`config.mk`:
```
export PLATFORM = sky130hd
export DESIGN_NAME = riscv_dcache_miss_ctrl
export DESIGN_NICKNAME = d
export VERILOG_FILES = /design/src/rtl/riscv_dcache_miss_ctrl.sv
export SDC_FILE = /design/constraint.sdc
export NUM_CORES = 1
export LEC_CHECK = 0
export CORE_AREA = 2 2 244 246
export CTS_BUF_LIST = sky130_fd_sc_hd__clkbuf_4
export DETAILED_ROUTE_END_ITERATION = 8
export DIE_AREA = 0 0 246 248
export PLACE_DENSITY = 0.64
export RECOVER_POWER = 100
export SETUP_SLACK_MARGIN = 0.3
export SLEW_MARGIN = 20
export SYNTH_ARGS = -nofsm -noshare
export SYNTH_HDL_FRONTEND = slang
export SYNTH_SLANG_ARGS = --single-unit
```
`constraint.sdc`:
```
create_clock -name clk -period 1.95 [get_ports clk]
set_clock_uncertainty 0.05 [all_clocks]
set_input_delay 0.4875 -clock clk [delete_from_list [all_inputs] [get_ports clk]]
set_output_delay 0.4875 -clock clk [all_outputs]
set_load 0.02 [all_outputs]
```
`src/rtl/riscv_dcache_miss_ctrl.sv`:
```
// ----------------------------------------------------------------------------
// riscv_dcache_miss_ctrl
//
// Miss-handling controller between the data cache and the DRAM model. When
// the cache reports a miss, the controller does three things:
//   - it writes the dirty victim block back to DRAM if needed (WB);
//   - it fetches the requested block (RF);
//   - it hands the block to the cache with a one-cycle refill strobe (DONE).
// The core pipeline is stalled for the whole sequence.
//
// Optional feature macro: DCACHE_MISS_TIMEOUT_EN
//   When defined, a watchdog aborts a WB/RF wait after TIMEOUT cycles without
//   mem_ready. It pulses mem_err and returns to IDLE with no refill.
//   When undefined, the FSM waits forever and mem_err is tied low.
//
// Handshake:
//   The cache raises miss_req and holds it, with miss_dirty, miss_addr,
//   victim_addr and victim_data, until miss_done. The request is accepted on
//   the first IDLE cycle that sees miss_req high. miss_req seen while busy
//   (including DONE) is ignored. DRAM requests are level signals (mem_wren /
//   mem_rden) held until the one-cycle mem_ready completion pulse.
//
// Ports:
//   clk, rst_n                 clock, async active-low reset
//   miss_req, miss_dirty       miss request and victim-dirty flag
//   miss_addr, victim_addr     block addresses (fetch / writeback)
//   victim_data                victim block contents
//   mem_rdata, mem_ready       DRAM read data and completion pulse
//   mem_wren, mem_rden         DRAM write / read enables (never both high)
//   mem_addr, mem_wdata        DRAM block address and write data
//   refill_data, refill_we     fetched block and one-cycle line write strobe
//   miss_done                  one-cycle completion, coincident with refill_we
//   stall                      pipeline freeze
//   mem_err                    one-cycle watchdog timeout pulse
//   miss_cnt, wb_cnt           saturating miss / writeback counters
//   dbg_state                  current FSM state (IDLE=0, WB=1, RF=2, DONE=3)
// ----------------------------------------------------------------------------
module riscv_dcache_miss_ctrl #(
    parameter int DATA_WIDTH = 128,
    parameter int S_ADDR     = 23,
    parameter int CNT_W      = 16,
    parameter int TIMEOUT    = 64
) (
    input  logic                  clk,
    input  logic                  rst_n,
    input  logic                  miss_req,
    input  logic                  miss_dirty,
    input  logic [S_ADDR-1:0]     miss_addr,
    input  logic [S_ADDR-1:0]     victim_addr,
    input  logic [DATA_WIDTH-1:0] victim_data,
    input  logic [DATA_WIDTH-1:0] mem_rdata,
    input  logic                  mem_ready,
    output logic                  mem_wren,
    output logic                  mem_rden,
    output logic [S_ADDR-1:0]     mem_addr,
    output logic [DATA_WIDTH-1:0] mem_wdata,
    output logic [DATA_WIDTH-1:0] refill_data,
    output logic                  refill_we,
    output logic                  miss_done,
    output logic                  stall,
    output logic                  mem_err,
    output logic [CNT_W-1:0]      miss_cnt,
    output logic [CNT_W-1:0]      wb_cnt,
    output logic [1:0]            dbg_state
);

    typedef enum logic [1:0] {
        S_IDLE = 2'd0,
        S_WB   = 2'd1,
        S_RF   = 2'd2,
        S_DONE = 2'd3
    } state_t;

    state_t                state_q, state_d;
    logic [S_ADDR-1:0]     maddr_q, maddr_d;
    logic [S_ADDR-1:0]     vaddr_q, vaddr_d;
    logic [DATA_WIDTH-1:0] vdata_q, vdata_d;
    logic [S_ADDR-1:0]     mem_addr_q, mem_addr_d;
    logic [DATA_WIDTH-1:0] mem_wdata_q, mem_wdata_d;
    logic [DATA_WIDTH-1:0] refill_data_q, refill_data_d;
    logic                  mem_wren_q, mem_wren_d;
    logic                  mem_rden_q, mem_rden_d;
    logic                  refill_we_q, refill_we_d;
    logic [CNT_W-1:0]      miss_cnt_q, miss_cnt_d;
    logic [CNT_W-1:0]      wb_cnt_q, wb_cnt_d;

`ifdef DCACHE_MISS_TIMEOUT_EN
    localparam int WD_W = $clog2(TIMEOUT) + 1;

    logic [WD_W-1:0] wdog_q, wdog_d;
    logic            mem_err_q, mem_err_d;
    logic            timeout_hit;

    assign timeout_hit = (wdog_q == WD_W'(TIMEOUT - 1));
`else
    // Without the watchdog a WB/RF wait can never be aborted. TIMEOUT is
    // folded in only so the constant stays tied to the parameter set; the
    // expression is always 0.
    localparam logic timeout_hit = (TIMEOUT < 0);
`endif

    // Next-state and datapath logic
    always_comb begin
        state_d       = state_q;
        maddr_d       = maddr_q;
        vaddr_d       = vaddr_q;
        vdata_d       = vdata_q;
        refill_data_d = refill_data_q;
        miss_cnt_d    = miss_cnt_q;
        wb_cnt_d      = wb_cnt_q;

        unique case (state_q)
            S_IDLE: begin
                if (miss_req) begin
                    maddr_d = miss_addr;
                    vaddr_d = victim_addr;
                    vdata_d = victim_data;
                    if (miss_cnt_q != '1) miss_cnt_d = miss_cnt_q + CNT_W'(1);
                    if (miss_dirty) begin
                        if (wb_cnt_q != '1) wb_cnt_d = wb_cnt_q + CNT_W'(1);
                        state_d = S_WB;
                    end else begin
                        state_d = S_RF;
                    end
                end
            end
            S_WB: begin
                if (mem_ready)        state_d = S_RF;
                else if (timeout_hit) state_d = S_IDLE;
            end
            S_RF: begin
                if (mem_ready) begin
                    refill_data_d = mem_rdata;
                    state_d       = S_DONE;
                end else if (timeout_hit) begin
                    state_d = S_IDLE;
                end
            end
            S_DONE: state_d = S_IDLE;
            default: state_d = S_IDLE;
        endcase

        // Moore outputs, registered by decoding the next state
        mem_wren_d  = (state_d == S_WB);
        mem_rden_d  = (state_d == S_RF);
        refill_we_d = (state_d == S_DONE);

        // Address/data change only on entry to a memory state and hold otherwise.
        // On WB->RF the miss address comes from the latch. On IDLE->RF maddr_d is
        // already the live input.
        mem_addr_d  = mem_addr_q;
        mem_wdata_d = mem_wdata_q;
        if (state_d == S_WB && state_q != S_WB) begin
            mem_addr_d  = vaddr_d;
            mem_wdata_d = vdata_d;
        end else if (state_d == S_RF && state_q != S_RF) begin
            mem_addr_d = maddr_d;
        end
    end

    always_ff @(posedge clk or negedge rst_n) begin
        if (!rst_n) begin
            state_q       <= S_IDLE;
            maddr_q       <= '0;
            vaddr_q       <= '0;
            vdata_q       <= '0;
            mem_addr_q    <= '0;
            mem_wdata_q   <= '0;
            refill_data_q <= '0;
            mem_wren_q    <= 1'b0;
            mem_rden_q    <= 1'b0;
            refill_we_q   <= 1'b0;
            miss_cnt_q    <= '0;
            wb_cnt_q      <= '0;
        end else begin
            state_q       <= state_d;
            maddr_q       <= maddr_d;
            vaddr_q       <= vaddr_d;
            vdata_q       <= vdata_d;
            mem_addr_q    <= mem_addr_d;
            mem_wdata_q   <= mem_wdata_d;
            refill_data_q <= refill_data_d;
            mem_wren_q    <= mem_wren_d;
            mem_rden_q    <= mem_rden_d;
            refill_we_q   <= refill_we_d;
            miss_cnt_q    <= miss_cnt_d;
            wb_cnt_q      <= wb_cnt_d;
        end
    end

`ifdef DCACHE_MISS_TIMEOUT_EN
    // The watchdog restarts at 0 on every entry to WB or RF. It then counts
    // each cycle spent there, so it reads TIMEOUT-1 in the TIMEOUT-th cycle.
    always_comb begin
        wdog_d    = '0;
        mem_err_d = 1'b0;
        if ((state_q == S_WB || state_q == S_RF) && state_d == state_q) begin
            wdog_d = wdog_q + WD_W'(1);
        end
        if ((state_q == S_WB || state_q == S_RF) && !mem_ready && timeout_hit) begin
            mem_err_d = 1'b1;
        end
    end

    always_ff @(posedge clk or negedge rst_n) begin
        if (!rst_n) begin
            wdog_q    <= '0;
            mem_err_q <= 1'b0;
        end else begin
            wdog_q    <= wdog_d;
            mem_err_q <= mem_err_d;
        end
    end

    assign mem_err = mem_err_q;
`else
    assign mem_err = 1'b0;
`endif

    assign mem_wren    = mem_wren_q;
    assign mem_rden    = mem_rden_q;
    assign mem_addr    = mem_addr_q;
    assign mem_wdata   = mem_wdata_q;
    assign refill_data = refill_data_q;
    assign refill_we   = refill_we_q;
    assign miss_done   = refill_we_q;
    assign miss_cnt    = miss_cnt_q;
    assign wb_cnt      = wb_cnt_q;
    assign dbg_state   = state_q;
    // Combinational term so the core freezes in the same cycle the miss is raised
    assign stall       = (state_q != S_IDLE) | miss_req;

endmodule

```
# [After elaboration in Yosys (flattened, before gate mapping)]
# Index checks and enable logic that the tools add are counted.
[classes] add_sub_neg=2 n_eq_ne=10 mux=13 bitwise=1 reduce_logical=8
[ops] cell="128-bit 2-to-1 mux" count=2
[ops] cell="23-bit 2-to-1 mux" count=6
[ops] cell="16-bit by 1-bit adder with 16-bit output (second input constant)" count=2
[ops] cell="16-bit inequality test (second input constant)" count=2
[ops] cell="2-bit == test (second input constant)" count=4
[ops] cell="2-bit 2-to-1 mux" count=4
[ops] cell="2-bit one-hot mux with 4 select lines" count=1
[ops] cell="2-bit by 1-bit == test with 1-bit output (second input constant)" count=2
[ops] cell="4-bit AND reduction" count=1
[ops] cell="2-bit nonzero test" count=2
[ops] cell="3-bit AND reduction" count=1
[ops] cell="1-bit logical AND" count=2
[ops] cell="2-bit logical NOT" count=1
[ops] cell="2-bit by 1-bit inequality test with 1-bit output (second input constant)" count=1
[ops] cell="2-bit inequality test (second input constant)" count=1
[ops] cell="2-bit AND reduction" count=1
[ops] cell="1-bit OR" count=1
[totals] regBits=490 in_bits=307 output_inout_bits=319 elab_cells=46

# [Logic depth before layout (Yosys ltp)]
# Gate-level depths: netlist of the first run.
[depth] ltp_word=7 ltp_mapped=9 depth_no_buf=5

# [Least setup slack after synthesis of the first run]
# Ideal clock, no wire load.
[synth_path] path_type="register to register" startpoint="register wb_cnt_q[0] (netlist: wb_cnt[0])" endpoint="register wb_cnt_q[1] (netlist: wb_cnt[1])" setup_time_ps=128 arrival_ps=1828 required_time_ps=1772 setup_slack_ps=-55 stages_incl_launch_ff=6 path_buffers=0 path_cell_list="dfrtp_1 ha_1 nand3_1 nor4_4 nor2_1 mux2_1"
[synth_between] elab_chain_cells=2
[synth_lines] item="start, declared" line="85" text="logic [CNT_W-1:0] wb_cnt_q, wb_cnt_d;"
[synth_lines] item="start signal, assigned" line="187" text="wb_cnt_q <= wb_cnt_d;"
[synth_lines] item="parallel branches: the longest is 2 deep, another holds 16-bit by 1-bit adder with 16-bit output"
# Parallel ways; which one is timed is not known.
# A chain may end at the register's enable or synchronous reset.

# [Worst setup path after layout of the first run]
[layout_path] startpoint="register state_q[1] (netlist: dbg_state[1])" endpoint="output stall"
[layout_between] elab_chain_cells=2
[layout_lines] item="start, declared" line="74" text="state_t state_q, state_d;"
[layout_lines] item="start signal, assigned" line="176" text="state_q <= state_d;"
[layout_lines] item="2-bit nonzero test" line="231" text="assign stall = (state_q != S_IDLE) | miss_req;"
[layout_lines] item="1-bit OR" line="231"
[layout_lines] item="end, declared" line="60" text="output logic stall,"
# No other way between the ends.

==> flow_summary.yaml, run 1 <==
status:
  outcome: "complete, but fails checks"
  violations: "negative setup slack"
synth:
  ys_seq_area_share_pct: 64.68
  synth_edf_count: 0
  ys_ff_latch: 467
  syn_area_um2: 18070
  synth_nets: 1988
  syn_inst: 1679
  synthArstFlopShare_pct: 100.0
  ys_warn_count: 0
  syn_avg_cell_area_um2: 10.76
  synth_ff_type: "dfrtp_1"
  ys_types: 45
worst_hold_path:
  holdPathStages: 3
  hp-start: "victim_data[9]"
  worstHoldPathType: "input pin to register"
  worstHoldEndpoint: "vdata_q[9]$_DFF_PN0_"
worst_setup_path:
  crit_arrival_ns: 1.84
  path_class: "register to primary output"
  cp-start-kind: "register"
  reg2reg_depth: 13
  reg2reg_slack_ns: -0.40
  cp-end-kind: "primary output"
  path_max_fanout: 2
  r2r_end: "mem_wdata[26]$_DFFE_PN0P_"
  required_ns: 1.41
  r2r_start: "dbg_state[1]$_DFF_PN0_"
power_and_ir_drop:
  power.share.sequential_pct: 32.0
  switching_power_uw: 20130
  p_int_uw: 33010
  sw_frac_of_total_pct: 37.88
  leakage_uw: 0.01685
  power_frac_comb_pct: 50.6
  power_frac_clock_pct: 17.4
  vdd_ir_drop_max_v: 0.0009921
  p_per_area_nw_per_um2: 1566
drt:
  drtIter0Drc: 727
  wire_per_inst_um: 19.96
  dr.pass1.iters: 5
  drc: 0
  num_vias: 17437
  drt-total-wl_mm: 74.73
  viasPerCell: 4.657
  ant_nets: 0
placement:
  place_inst: 3083
  hpwl_mm: 44.08
  gp_congestion: 0.8384
  placed_cell_area_um2: 26020
  port_buffers: 624
timing:
  fin_setup_tns_ns: -93.46
  setup_viol: 766
  drv_slew: 0
  worstMarginPinSlew_ns: 1.133
  rsz0062_at_grt: "true"
  fin_crit_ns: 2.377
  final.period_utilization_pct: 121.9
  relSlewSlack_pct: 24.46
  fmax_mhz: 420.7
  hold_violations: 0
  worst_slack_ns: -0.4268
die:
  die_area_um2: 61010
  ios: 626
  core_area_um2: 58460
  start_util_pct: 30.91
  die_h_um: 248
  die_w_um: 246
  row_count: 89
cts:
  cts_buffer_depth: 3
  clk_pin_slew_worst_paths_ns: 0.06
  cts_buffers: 133
  insertion_delay_ns: 0.94
  cts_root_buf: "clkbuf_4"
  htreeDepth: 4
  cts.sinks: 467
  cts_tree: "built"
cells_and_area:
  drive_gt1_share_pct: 42.21
  stdcell_count: 3744
  nets: 3168
  layout_commonest_cell: "nand2_1"
  stdcell_area_um2: 33930
  final_cell_mix: "593 x nand2_1, 451 x dfrtp_1, 346 x buf_6"
  syn2layout_area_growth_pct: 87.76
run:
  cap_viol_max_count: 0
global_route:
  grt-ovfl-total: 0
  grt_pass1_wl_mm: 104.9
  antenna_found_initial: 13
  grt_max_degree: 53
  grt_pass1_vias: 18403
  grt_usage_pct: 22.79
critical path, stage by stage (launching register included):
cell	delay, ns
dfrtp_2	0.42
or3_1	0.39
buf_6	0.14
how the worst max path moves through the flow:
stage / from / endpoint / slack [ns] / cells past startpoint
3_3_place_gp: miss_req / stall / -0.55 / 3
2_1_floorplan: dbg_state[0]$_DFF_PN0_ / mem_wdata[10]$_DFFE_PN0P_ / 0.15 / 7
4_1_cts: dbg_state[1]$_DFF_PN0_ / stall / -0.57 / 2
5_1_grt: dbg_state[1]$_DFF_PN0_ / stall / -0.56 / 2
3_5_place_dp: miss_req / mem_wdata[29]$_DFFE_PN0P_ / -0.64 / 8
6_report: dbg_state[1]$_DFF_PN0_ / stall / -0.43 / 2
final cells by class:
type                            instances  area [um^2]
Antenna cell                           12        30.03
Sequential cell                       467        11710
Fill cell                            4547        24540
Tap cell                              773        967.2
Timing Repair Buffer                 1137        12310
Clock buffer                          189         1419
Multi-Input combinational cell       1115         7197
Inverter                                5        21.27
Clock inverter                         46        279.0
state kept, by name, summed over array words and instances, names as in the netlist:
| signal | flops |
|---|---|
| dbg_state | 2 |
| maddr_q | 23 |
| mem_addr | 23 |
| mem_rden | 1 |
| mem_wdata | 128 |
| mem_wren | 1 |
| miss_cnt | 16 |
| miss_done | 1 |
| refill_data | 128 |
| vdata_q | 128 |
| wb_cnt | 16 |
repair_timing:
item | in CTS | in global routing
setup buffers | 109 | 57
pin swaps | 52 | 107
setup endpoints to repair | 713 | 784
resized for setup | 2053 | 350
hold buffers | 214 | 0
cloned | 24 | 10
endpoints found under the hold margin | 678 | 0
layer usage:
layer  wire length [um]  track usage [%]
met3               5667            7.807
met1              27230            24.37
met5                 15                0
met2              37950            38.75
met4               3869            14.14
cells in the mapped netlist, types with 2 or more instances:
master / instances / area (um^2)
xor2_1: 21 / 183.9
and4_1: 2 / 17.52
nor3_1: 10 / 50.05
nor4_2: 2 / 25.02
and3_1: 4 / 25.02
or2_2: 2 / 12.51
clkbuf_2: 2 / 10.01
nand3_1: 11 / 55.05
inv_1: 5 / 18.77
a32oi_1: 23 / 201.4
xnor2_1: 5 / 43.79
or3_1: 2 / 12.51
buf_6: 3 / 33.78
nand2_1: 805 / 3022
buf_2: 57 / 285.3
buf_4: 3 / 22.52
clkbuf_1: 23 / 86.33
nand4_1: 9 / 56.30
nor2_1: 7 / 26.28
o21ai_0: 26 / 130.1
dfrtp_1: 467 / 11690
buf_1: 5 / 18.77
mux2_2: 154 / 1734
mux2_1: 2 / 22.52
nor4_4: 3 / 63.81
ha_1: 2 / 25.02
a21oi_1: 3 / 15.01
nor4_1: 4 / 25.02
power groups by stage:
stage	Combinational (uW)	Clock, uW	Sequential [uW]
floorplan	6330	0	19400
finish	26900	9230	17000
global route	28400	10100	17400
global placement	19200	0	16100
CTS	23900	9490	16700
detailed placement	19500	0	16300
cell families (layout without fill, tap and decap cells):
family | after synthesis | after routing | synth area share (%)
and+or+nand+nor | 875 | 876 | 19.50
DFF | 467 | 467 | 64.68
AOI/OAI and AO/OA | 54 | 54 | 2.050
muxes | 156 | 156 | 9.722
xor gates and xnor gates | 26 | 26 | 1.260
adders and majority gates | 2 | 2 | 0.1385
other | 1 | 13 | 0.02075
buffers and inverters | 98 | 1377 | 2.631
metrics by stage:
step / utilization, % / total power (uW) / hold WS, ns / worst slack [ns]
floorplan: - / 25690 / 0.1419 / 0.1471
global placement: 44.51 / 35310 / 0.3954 / -0.5516
detailed placement: 44.51 / 35800 / 0.4031 / -0.6395
CTS: 55.08 / 50040 / 0.0008724 / -0.5718
global route: 58.03 / 55910 / 0.03492 / -0.5560
finish: 58.03 / 53140 / 0.1245 / -0.4268
No activity file was read; power rests on OpenSTA's default activity.
==> run 2, diff against run 1 <==
--- a/config.mk
+++ b/config.mk
@@ -9,7 +9,7 @@
 export CTS_BUF_LIST = sky130_fd_sc_hd__clkbuf_4
 export DETAILED_ROUTE_END_ITERATION = 8
 export DIE_AREA = 0 0 246 248
-export PLACE_DENSITY = 0.64
+export PLACE_DENSITY = 0.72
 export RECOVER_POWER = 100
 export SETUP_SLACK_MARGIN = 0.3
 export SLEW_MARGIN = 20
==> constraint.sdc (replaced) <==
create_clock -name clk -period 1.95 [get_ports clk]
set_clock_uncertainty 0.05 [all_clocks]
set_input_delay 0.4875 -clock clk [delete_from_list [all_inputs] [get_ports clk]]
set_output_delay 0.4875 -clock clk [all_outputs]
set_load 0.05 [all_outputs]
==> flow_summary.yaml, run 2 (synthesis gave the netlist of run 1 again) <==
cells_and_area:
  drive_gt1_share_pct: 40.03
  layout_commonest_cell: "nand2_1"
  nets: 3019
  syn2layout_area_growth_pct: 77.38
  fin_util_pct: 54.82
  stdcell_count: 3572
  final_cell_mix: "701 x nand2_1, 434 x dfrtp_1, 340 x buf_6"
cts:
  htreeDepth: 3
  cts_buffer_depth: 3
  cts_tree: "built"
  clk_pin_slew_worst_paths_ns: 0.07
  cts.sinks: 467
  cts_root_buf: "clkbuf_4"
  insertion_delay_ns: 0.89
  cts_buffers: 121
global_route:
  grt_pass1_wl_mm: 100.7
  grt-ovfl-total: 0
  grt_pass1_vias: 17877
  grt_max_degree: 79
  grt_usage_pct: 21.37
  antenna_found_initial: 2
timing:
  worstMarginPinSlew_ns: 1.058
  worst_slack_ns: -0.5443
  final.period_utilization_pct: 127.9
  fmax_mhz: 400.9
  drv_slew: 0
  fin_crit_ns: 2.494
  hold_violations: 0
  setup_viol: 588
  relSlewSlack_pct: 29.47
  rsz0062_at_grt: "true"
worst_setup_path:
  cp-end-kind: "primary output"
  crit_chain: "buf_6 -> or3_4 -> buf_6"
  path_max_fanout: 2
  r2r_start: "dbg_state[1]$_DFF_PN0_"
  crit_slowest_cell: "dfrtp_2"
  cp-start-kind: "register"
  r2r_end: "mem_wdata[27]$_DFFE_PN0P_"
  required_ns: 1.41
  path_common_cell: "buf_6"
  path_class: "register to primary output"
  critPathMaxStageDelay_ns: 0.42
  reg2reg_slack_ns: -0.38
  crit_arrival_ns: 1.96
  reg2reg_depth: 11
placement:
  gp_congestion: 0.8551
  place_inst: 3088
  hpwl_mm: 42.35
  port_buffers: 624
  pre_cts_ws_ns: -0.5577
worst_hold_path:
  hp-start: "victim_data[101]"
  holdPathStages: 3
  worstHoldEndpoint: "vdata_q[101]$_DFF_PN0_"
  worstHoldPathType: "input pin to register"
die:
  die_area_um2: 61010
  core_area_um2: 58460
  ios: 626
  die_w_um: 246
  die_h_um: 248
  row_count: 89
  start_util_pct: 30.91
drt:
  viasPerCell: 4.792
  num_vias: 17117
  drc: 0
  drtIter0Drc: 689
  wire_per_inst_um: 20.29
  ant_nets: 0
  drt-total-wl_mm: 72.46
  dr.pass1.iters: 5
status:
  outcome: "complete, but fails checks"
  violations: "negative setup slack"
power_and_ir_drop:
  leakage_uw: 0.01587
  vdd_ir_drop_max_v: 0.001275
  p_per_area_nw_per_um2: 1789
run:
  cap_viol_max_count: 0
run 2: cell types whose count changed in the layout (fill, tap and decap cells not counted), sizes merged:
cell / change
dlygate4sd3: -119
buf: -25
diode: -11
clkbuf: -9
bufinv: -2
clkinv: -2
clkinvlp: -2
inv: -2
run 2: per-stage QoR:
step / setup TNS, ns / hold WS, ns / power (uW) / area, um^2
after floorplan: 0 / 0.1419 / 32260 / 18440
after global placement: -108.29 / 0.3468 / 40700 / 25430
after detailed placement: -120.85 / 0.3455 / 41350 / 25430
after CTS: -61.21 / 0.0002307 / 54740 / 30600
after global routing: -116.62 / 0.05534 / 59930 / 32050
final: -63.01 / 0.1223 / 57340 / 32050
run 2: worst max-delay path by stage:
| stage | cells past startpoint | endpoint | slack (ns) | start |
|---|---|---|---|---|
| 2_1_floorplan | 7 | mem_wdata[83]$_DFFE_PN0P_ | 0.05 | dbg_state[0]$_DFF_PN0_ |
| 3_3_place_gp | 7 | mem_addr[0]$_DFFE_PN0P_ | -0.50 | miss_req |
| 3_5_place_dp | 7 | mem_addr[8]$_DFFE_PN0P_ | -0.56 | miss_req |
| 4_1_cts | 3 | stall | -0.66 | dbg_state[1]$_DFF_PN0_ |
| 5_1_grt | 3 | stall | -0.65 | dbg_state[1]$_DFF_PN0_ |
| 6_report | 3 | stall | -0.54 | dbg_state[1]$_DFF_PN0_ |
run 2: timing repair:
item | 4_1_cts | 5_1_grt
pin swaps | 22 | 81
hold buffers | 94 | 0
endpoints found under the setup margin | 608 | 779
gates cloned | 20 | 16
buffers inserted | 90 | 52
resized for setup | 409 | 216
hold endpoints to repair | 530 | 0
run 2: critical path: cells and delay by family (launching register included):
kind	cells	cell delay, ns
simple gates	1	0.37
buf+inv	2	0.28
flops	1	0.42
run 2: cell type report:
cell class	instances	area, um^2
fillers	4605	26410
flip-flops and latches	467	11730
repair buffers	1000	11030
multi-input cells	1115	6800
clock buffers	173	1299
well taps	773	967.2
clock inverters	38	200.2
inverters	5	18.77
diodes	1	2.502
run 2: where the power goes:
part / internal [uW] / switching [uW]
registers: 14100 / 2990
logic: 13100 / 18800
clock network: 4200 / 4170
run 2: metal layers:
metal | track usage, % | part of all wire [%] | vias up | wire [um]
met5 | 0 | 0.0055 | - | 4
met4 | 11.14 | 4.9 | 2 | 3581
met2 | 37.07 | 51 | 857 | 36650
met1 | 23.64 | 36 | 8504 | 26110
met3 | 6.412 | 8.4 | 222 | 6121
li1 | - | - | 7532 | -
